--- config.mk ---
export PLATFORM = sky130hd
export DESIGN_NAME = lms_block_sequencer_flat
export DESIGN_NICKNAME = d
export VERILOG_FILES = /design/src/rtl/lms_pkg.sv /design/src/rtl/lms_block_sequencer_if.sv /design/src/rtl/lms_blk_counter.sv /design/src/rtl/lms_block_sequencer.sv /design/src/flat_wrapper.sv
export SDC_FILE = /design/constraint.sdc
export NUM_CORES = 1
export LEC_CHECK = 0
export CAP_MARGIN = 40
export CORE_ASPECT_RATIO = 0.8
export CORE_UTILIZATION = 40
export DETAILED_ROUTE_END_ITERATION = 8
export DONT_BUFFER_PORTS = 1
export PLACE_DENSITY = 0.64
export SYNTH_ARGS = -nofsm -noshare
export SYNTH_HDL_FRONTEND = slang
export SYNTH_HIERARCHICAL = 1
export SYNTH_SLANG_ARGS = --single-unit
--- constraint.sdc ---
create_clock -name clk -period 3.9 [get_ports clk]
set_clock_uncertainty 0.05 [all_clocks]
set_input_delay 0.78 -clock clk [delete_from_list [all_inputs] [get_ports clk]]
set_output_delay 0.78 -clock clk [all_outputs]
set_load 0.005 [all_outputs]
--- src/rtl/lms_pkg.sv ---
// Shared definitions for the block-LMS datapath controllers: state codes,
// stage indices and default geometry.
package lms_pkg;

    localparam int LMS_N   = 32;
    localparam int LMS_AW  = 6;
    localparam int LMS_TMO = 1023;
    localparam int LMS_CW  = 16;

    localparam logic [2:0] ST_IDLE     = 3'd0;
    localparam logic [2:0] ST_WAIT_BLK = 3'd1;
    localparam logic [2:0] ST_FFT1     = 3'd2;
    localparam logic [2:0] ST_FILT     = 3'd3;
    localparam logic [2:0] ST_ERR      = 3'd4;
    localparam logic [2:0] ST_FFT3     = 3'd5;
    localparam logic [2:0] ST_UPD      = 3'd6;
    localparam logic [2:0] ST_SWAP     = 3'd7;

    typedef enum logic [2:0] {
        STG_FFT1 = 3'd0,
        STG_FILT = 3'd1,
        STG_ERR  = 3'd2,
        STG_FFT3 = 3'd3,
        STG_UPD  = 3'd4
    } lms_stage_e;

    // Stage states are laid out contiguously starting at ST_FFT1.
    function automatic logic [2:0] stage_state(lms_stage_e stg);
        logic [2:0] idx;
        idx = stg;
        return ST_FFT1 + idx;
    endfunction

endpackage

--- src/rtl/lms_block_sequencer_if.sv ---
// Start/done handshake between the block sequencer and the processing engines.
interface lms_block_sequencer_if;
    logic fft1_start;
    logic fft1_done;
    logic filt_start;
    logic filt_done;
    logic err_start;
    logic err_done;
    logic fft3_start;
    logic fft3_done;
    logic upd_start;
    logic upd_done;

    modport master (
        output fft1_start, filt_start, err_start, fft3_start, upd_start,
        input  fft1_done, filt_done, err_done, fft3_done, upd_done
    );

    modport slave (
        input  fft1_start, filt_start, err_start, fft3_start, upd_start,
        output fft1_done, filt_done, err_done, fft3_done, upd_done
    );
endinterface

--- src/rtl/lms_blk_counter.sv ---
// Overlap-save write pointer and block detector. Runs regardless of the
// sequencer state so samples are never stalled; one completed block can be
// held pending, a further one while pending is dropped and flagged.
module lms_blk_counter #(
    parameter int N  = 32,
    parameter int AW = 6
) (
    input  logic          clk,
    input  logic          reset,
    input  logic          wr,
    input  logic          pend_clr,
    output logic [AW-1:0] wr_addr,
    output logic [AW-1:0] cand_base,
    output logic          pend,
    output logic          overrun
);
    localparam int SW = AW - 1;

    logic [SW-1:0] samp_cnt;
    logic [AW-1:0] wr_addr_nx;
    logic          blk_ready;

    // The post-increment address is the next write slot, i.e. the oldest
    // sample of the 2N window that has just been completed.
    assign wr_addr_nx = wr_addr + 1'b1;
    assign blk_ready  = wr && (samp_cnt == SW'(N - 1));

    // Write address and sample counter, both wrapping naturally (N is a power of 2).
    always_ff @(posedge clk or negedge reset) begin
        if (!reset) begin
            wr_addr  <= '0;
            samp_cnt <= '0;
        end else if (wr) begin
            wr_addr  <= wr_addr_nx;
            samp_cnt <= samp_cnt + 1'b1;
        end
    end

    // Pending block slot; a block arriving on the same edge the slot is freed is kept.
    always_ff @(posedge clk or negedge reset) begin
        if (!reset) begin
            pend      <= 1'b0;
            cand_base <= '0;
            overrun   <= 1'b0;
        end else if (blk_ready && pend && !pend_clr) begin
            overrun <= 1'b1;
        end else if (blk_ready) begin
            pend      <= 1'b1;
            cand_base <= wr_addr_nx;
        end else if (pend_clr) begin
            pend <= 1'b0;
        end
    end
endmodule

--- src/rtl/lms_block_sequencer.sv ---
// Frame-level sequencer for the FFT block-LMS datapath.
//
//   state    | meaning
//   IDLE     | stopped, waits for enable
//   WAIT_BLK | waits for a pending block, falls back to IDLE without enable
//   FFT1     | forward FFT of the input window
//   FILT     | coefficient multiply and IFFT
//   ERR      | error save/subtract and zero insert
//   FFT3     | error FFT
//   UPD      | gradient constraint and coefficient update
//   SWAP     | flip coefficient bank, count the frame
module lms_block_sequencer
    import lms_pkg::*;
#(
    parameter int N   = LMS_N,
    parameter int AW  = LMS_AW,
    parameter int TMO = LMS_TMO,
    parameter int CW  = LMS_CW
) (
    input  logic                  clk,
    input  logic                  reset,
    input  logic                  enable,
    input  logic                  in_valid,
    output logic [AW-1:0]         buf_wr_addr,
    output logic                  buf_wr_en,
    output logic [AW-1:0]         blk_base,
    lms_block_sequencer_if.master eng,
    output logic                  coef_rd_bank,
    output logic                  busy,
    output logic [2:0]            state_o,
    output logic [CW-1:0]         frame_cnt,
    output logic                  overrun,
    output logic                  timeout
);
    localparam int TW = $clog2(TMO + 1);

    logic [2:0]    state;
    logic [2:0]    state_nx;
    logic          first;
    logic [TW-1:0] tmr;
    logic          take;
    logic          tmo_hit;
    logic          pend;
    logic [AW-1:0] cand_base;

    assign buf_wr_en = in_valid && (enable || (state != ST_IDLE));
    assign busy      = (state != ST_IDLE) && (state != ST_WAIT_BLK);
    assign state_o   = state;

    assign eng.fft1_start = first && (state == stage_state(STG_FFT1));
    assign eng.filt_start = first && (state == stage_state(STG_FILT));
    assign eng.err_start  = first && (state == stage_state(STG_ERR));
    assign eng.fft3_start = first && (state == stage_state(STG_FFT3));
    assign eng.upd_start  = first && (state == stage_state(STG_UPD));

    lms_blk_counter #(
        .N  (N),
        .AW (AW)
    ) u_blk_counter (
        .clk       (clk),
        .reset     (reset),
        .wr        (buf_wr_en),
        .pend_clr  (take || tmo_hit),
        .wr_addr   (buf_wr_addr),
        .cand_base (cand_base),
        .pend      (pend),
        .overrun   (overrun)
    );

    // Next state; a done is honoured even on the last timer cycle.
    always_comb begin
        state_nx = state;
        take     = 1'b0;
        tmo_hit  = 1'b0;
        case (state)
            ST_IDLE: if (enable) state_nx = ST_WAIT_BLK;
            ST_WAIT_BLK: begin
                if (pend) begin
                    take     = 1'b1;
                    state_nx = ST_FFT1;
                end else if (!enable) begin
                    state_nx = ST_IDLE;
                end
            end
            ST_FFT1: if (eng.fft1_done) state_nx = ST_FILT; else if (tmr == '0) tmo_hit = 1'b1;
            ST_FILT: if (eng.filt_done) state_nx = ST_ERR;  else if (tmr == '0) tmo_hit = 1'b1;
            ST_ERR:  if (eng.err_done)  state_nx = ST_FFT3; else if (tmr == '0) tmo_hit = 1'b1;
            ST_FFT3: if (eng.fft3_done) state_nx = ST_UPD;  else if (tmr == '0) tmo_hit = 1'b1;
            ST_UPD:  if (eng.upd_done)  state_nx = ST_SWAP; else if (tmr == '0) tmo_hit = 1'b1;
            ST_SWAP: state_nx = ST_WAIT_BLK;
            default: state_nx = ST_IDLE;
        endcase
        if (tmo_hit) state_nx = ST_IDLE;
    end

    // State register, entry marker for the start strobes, and the per-state
    // down-counter (reloaded on every entry so a stage gets TMO cycles).
    always_ff @(posedge clk or negedge reset) begin
        if (!reset) begin
            state <= ST_IDLE;
            first <= 1'b0;
            tmr   <= '0;
        end else begin
            state <= state_nx;
            first <= (state_nx != state);
            if (state_nx != state) begin
                tmr <= TW'(TMO - 1);
            end else if (tmr != '0) begin
                tmr <= tmr - 1'b1;
            end
        end
    end

    // Iteration bookkeeping: window base, bank select, frame count, timeout flag.
    always_ff @(posedge clk or negedge reset) begin
        if (!reset) begin
            blk_base     <= '0;
            coef_rd_bank <= 1'b0;
            frame_cnt    <= '0;
            timeout      <= 1'b0;
        end else begin
            if (take) blk_base <= cand_base;
            if (state == ST_SWAP) begin
                coef_rd_bank <= ~coef_rd_bank;
                frame_cnt    <= frame_cnt + 1'b1;
            end
            if (tmo_hit) timeout <= 1'b1;
        end
    end
endmodule

--- src/flat_wrapper.sv ---
// flat-port wrapper written by rule: the top's interface ports become plain ports
module lms_block_sequencer_flat import lms_pkg::*;
#(
    parameter int N   = LMS_N,
    parameter int AW  = LMS_AW,
    parameter int TMO = LMS_TMO,
    parameter int CW  = LMS_CW
)
  (clk, reset, enable, in_valid, buf_wr_addr, buf_wr_en, blk_base, coef_rd_bank, busy, state_o, frame_cnt, overrun, timeout, eng_fft1_start, eng_filt_start, eng_err_start, eng_fft3_start, eng_upd_start, eng_fft1_done, eng_filt_done, eng_err_done, eng_fft3_done, eng_upd_done);
  lms_block_sequencer_if eng_i ();
  input  logic clk;
  input  logic reset;
  input  logic enable;
  input  logic in_valid;
  output logic [AW-1:0] buf_wr_addr;
  output logic buf_wr_en;
  output logic [AW-1:0] blk_base;
  output logic coef_rd_bank;
  output logic busy;
  output logic [2:0] state_o;
  output logic [CW-1:0] frame_cnt;
  output logic overrun;
  output logic timeout;
  output wire logic [$bits(eng_i.fft1_start)-1:0] eng_fft1_start;
  output wire logic [$bits(eng_i.filt_start)-1:0] eng_filt_start;
  output wire logic [$bits(eng_i.err_start)-1:0] eng_err_start;
  output wire logic [$bits(eng_i.fft3_start)-1:0] eng_fft3_start;
  output wire logic [$bits(eng_i.upd_start)-1:0] eng_upd_start;
  input wire logic [$bits(eng_i.fft1_done)-1:0] eng_fft1_done;
  input wire logic [$bits(eng_i.filt_done)-1:0] eng_filt_done;
  input wire logic [$bits(eng_i.err_done)-1:0] eng_err_done;
  input wire logic [$bits(eng_i.fft3_done)-1:0] eng_fft3_done;
  input wire logic [$bits(eng_i.upd_done)-1:0] eng_upd_done;
  assign eng_fft1_start = eng_i.fft1_start;
  assign eng_filt_start = eng_i.filt_start;
  assign eng_err_start = eng_i.err_start;
  assign eng_fft3_start = eng_i.fft3_start;
  assign eng_upd_start = eng_i.upd_start;
  assign eng_i.fft1_done = eng_fft1_done;
  assign eng_i.filt_done = eng_filt_done;
  assign eng_i.err_done = eng_err_done;
  assign eng_i.fft3_done = eng_fft3_done;
  assign eng_i.upd_done = eng_upd_done;
  lms_block_sequencer #(.N(N), .AW(AW), .TMO(TMO), .CW(CW)) u_core (.clk(clk), .reset(reset), .enable(enable), .in_valid(in_valid), .buf_wr_addr(buf_wr_addr), .buf_wr_en(buf_wr_en), .blk_base(blk_base), .eng(eng_i), .coef_rd_bank(coef_rd_bank), .busy(busy), .state_o(state_o), .frame_cnt(frame_cnt), .overrun(overrun), .timeout(timeout));
endmodule
==> flow_summary.toml <==
[placed_design]
gp_congestion = 0.784
dp_hpwl_um = 3730
dpl-instance-area_um2 = 2980
numPortBuffers = 0
placedCellCount = 334

[synth]
syn-mean-instance-area_um2 = 11.4
yosysTopAreaCell = "dfrtp_1"
synth_fp_nets = 274
synth.area.top_cells = "dfrtp_1 48%, mux2_2 6.1%, xnor2_1 5.9%, o211ai_2 3.4%, ha_1 2.5%"
synthCells = 259
syn-cell-area_um2 = 2940
yosysWarnings = 6
ys.flop_type = "dfrtp_1"
yosysSeqAreaShare_pct = 48.4
synth_top_cell_area_share_pct = 48.4
synth_seq_cells = 57
async_flop_share_pct = 100
synth-edff-count = 0
yosysUniqueCellTypes = 51

[finish]
final_cell_mix = "57 x dfrtp_1, 20 x xnor2_1, 18 x nand2_1"
nets = 273
fillCellCount = 628
drive_above_1_share_pct = 22.1
final_cells = 350
final_util_pct = 46.0
n_antenna_cell = 0
stdcell_area_um2 = 3220
layout_commonest_cell = "dfrtp_1"
area_growth_pct = 9.35

[grt]
grt_max_degree = 58
grt_pass1_vias = 1867
antenna_found_initial = 0
gr-total-overflow = 0
grt_pass1_wl_um = 9280
grt_use_total_pct = 16.0

[worst_setup_path]
path_delay_family = "simple AND/OR/NAND/NOR gates"
worstPathArrival_ns = 3.24
timing.rr.end = "u_core/u_blk_counter/cand_base[4]"
cp-end-kind = "flip-flop"
worstSetupPathType = "reg -> reg"
slowest_stage = "or4_4"
r2r_cells = 7
regToRegSetupSlack_ns = 0.83
start_kind = "flip-flop"
critPathMaxStageDelay_ns = 0.59
crit_chain = "or4_4, nand3b_4, nor4_2, or2_2, nand2b_1, nor2b_1, mux2_2"
crit_required_ns = 4.07
worst-path-buf-inv = 0
crit_fanout = 8
r2r-start = "u_core/tmr[3]"

[pwr]
p_leak_nw = 1.41
vdd_drop_max_v = 0.000312
powerDensity_nw_per_um2 = 701

[route]
drt_wl_total_um = 5520
drtAntennaViolNets = 0
wl_per_cell_um = 15.8
drc = 6
vias_per_cell = 5.44
firstDrtPassIters = 6
vias = 1904
dr.first_iter.drc_count = 90

[clock_tree]
cts_tree = "built"
clk_latency_ns = 0.34
htreeDepth = 3
clk_path_buf_depth = 2
cts_made_buffers = 9
clk_pin_slew_worst_paths_ns = 0.06
cts_repair_resize_count = 0
clockRootBuffer = "clkbuf_8"
post-cts-setup-buffer-count = 0
hold_buffers = 0
clock_sinks = 57

[sta]
holdWs_ns = 0.0851
final-max-slew-violation-count = 0
relSlewSlack_pct = 56.2
rsz0062_at_grt = "false"
hold_violations = 0
min_period_over_period_pct = 78.7
setup_tns_ns = 0
worstMarginPinSlew_ns = 0.656
max_freq_mhz = 326
fin_crit_ns = 3.07
finalSetupViolCount = 0

[hold_path]
hold_path_class = "in -> async"

[run]
maxCapViolCount = 0

[run_status]
status = "finished, violations left"
violations = "design-rule violations"

[floorplan]
rows = 27
die_area_um2 = 7710
core_area_um2 = 6990
initial_utilization_pct = 42.1
die_w_um = 97.9
die_height_um = 78.7
pin_count = 50
[state kept, by name, indices dropped and copies added (netlist names)]
name,flops
u_core/coef_rd_bank,1
u_core/u_blk_counter/pend,1
u_core/u_blk_counter/overrun,1
u_core/u_blk_counter/wr_addr,6
u_core/u_blk_counter/samp_cnt,5
u_core/timeout,1
u_core/tmr,10
u_core/state_o,3
u_core/first,1
u_core/u_blk_counter/cand_base,6
u_core/frame_cnt,16
u_core/blk_base,6
[power breakdown]
part	internal [mW]	switching, mW	total, mW
Combinational	0.292	0.303	0.595
Sequential	0.755	0.232	0.987
Clock	0.438	0.236	0.674
[cells in the mapped netlist (2+ instances only)]
| cell | n |
|---|---|
| a211oi_1 | 2 |
| a21oi_1 | 7 |
| a221oi_1 | 3 |
| a31oi_1 | 3 |
| and2b_2 | 2 |
| and3_1 | 4 |
| and3_2 | 2 |
| buf_2 | 3 |
| buf_6 | 2 |
| clkbuf_1 | 7 |
| clkbuf_8 | 2 |
| dfrtp_1 | 57 |
| ha_1 | 6 |
| inv_1 | 6 |
| mux2_2 | 16 |
| mux2i_1 | 6 |
| nand2_1 | 18 |
| nand2b_1 | 4 |
| nand3_1 | 5 |
| nand3b_1 | 2 |
| nand4_1 | 10 |
| nor2_1 | 14 |
| nor2b_1 | 6 |
| nor3_1 | 5 |
| nor4_1 | 4 |
| o211ai_2 | 8 |
| o21ai_0 | 3 |
| or2_2 | 2 |
| or3_1 | 2 |
| xnor2_1 | 20 |
| xor2_1 | 8 |
[cells by family (layout without fill, tap and decap cells)]
group,Yosys count,after routing,share of synthesized area (%)
AO/OA/AOI/OAI,35,35,10.1
buffers and inverters,21,25,4.12
multiplexers,22,22,8.16
flip-flops,57,57,48.4
XOR/XNOR,28,28,8.33
adder cells (fa/ha/maj),6,6,2.55
AND/OR/NAND/NOR,90,90,18.3
[layout make-up]
| class | instances | area [µm²] | share of cell area [%] |
|---|---|---|---|
| clock inverter | 6 | 105 | 3.26 |
| timing repair buffer | 3 | 22.5 | 0.700 |
| inverter | 6 | 22.5 | 0.700 |
| clock buffer | 10 | 138 | 4.28 |
| tap | 87 | 109 | 3.38 |
| multi-input combinational | 181 | 1400 | 43.4 |
| sequential | 57 | 1430 | 44.3 |
[through the flow]
step / total power, mW / setup slack [ns]
floorplan: 1.47 / 1.28
detailed placement: 1.60 / 0.860
global route: 2.41 / 0.672
CTS: 2.29 / 0.824
global placement: 1.58 / 0.956
finish: 2.26 / 0.830
[worst max-delay path by stage]
stage,from,to,slack [ns],cells after the start
4_1_cts,u_core/tmr[3],u_core/u_blk_counter/cand_base[4],0.82,7
2_1_floorplan,u_core/tmr[3],u_core/u_blk_counter/cand_base[1],1.28,8
6_report,u_core/tmr[3],u_core/u_blk_counter/cand_base[4],0.83,7
3_5_place_dp,u_core/tmr[3],u_core/u_blk_counter/cand_base[2],0.86,7
3_3_place_gp,u_core/tmr[3],u_core/u_blk_counter/cand_base[2],0.96,7
5_1_grt,u_core/tmr[0],u_core/u_blk_counter/cand_base[2],0.67,9
[routing by layer]
| layer | part of all wire (%) | vias to the layer above | GRT usage (%) |
|---|---|---|---|
| met5 | 0 | - | 0 |
| met4 | 1.1 | 0 | 5.91 |
| met3 | 7.2 | 8 | 7.92 |
| met2 | 43 | 48 | 21.8 |
| met1 | 48 | 930 | 21.5 |
| li1 | - | 918 | - |
Power figures use the tool's default switching activity.
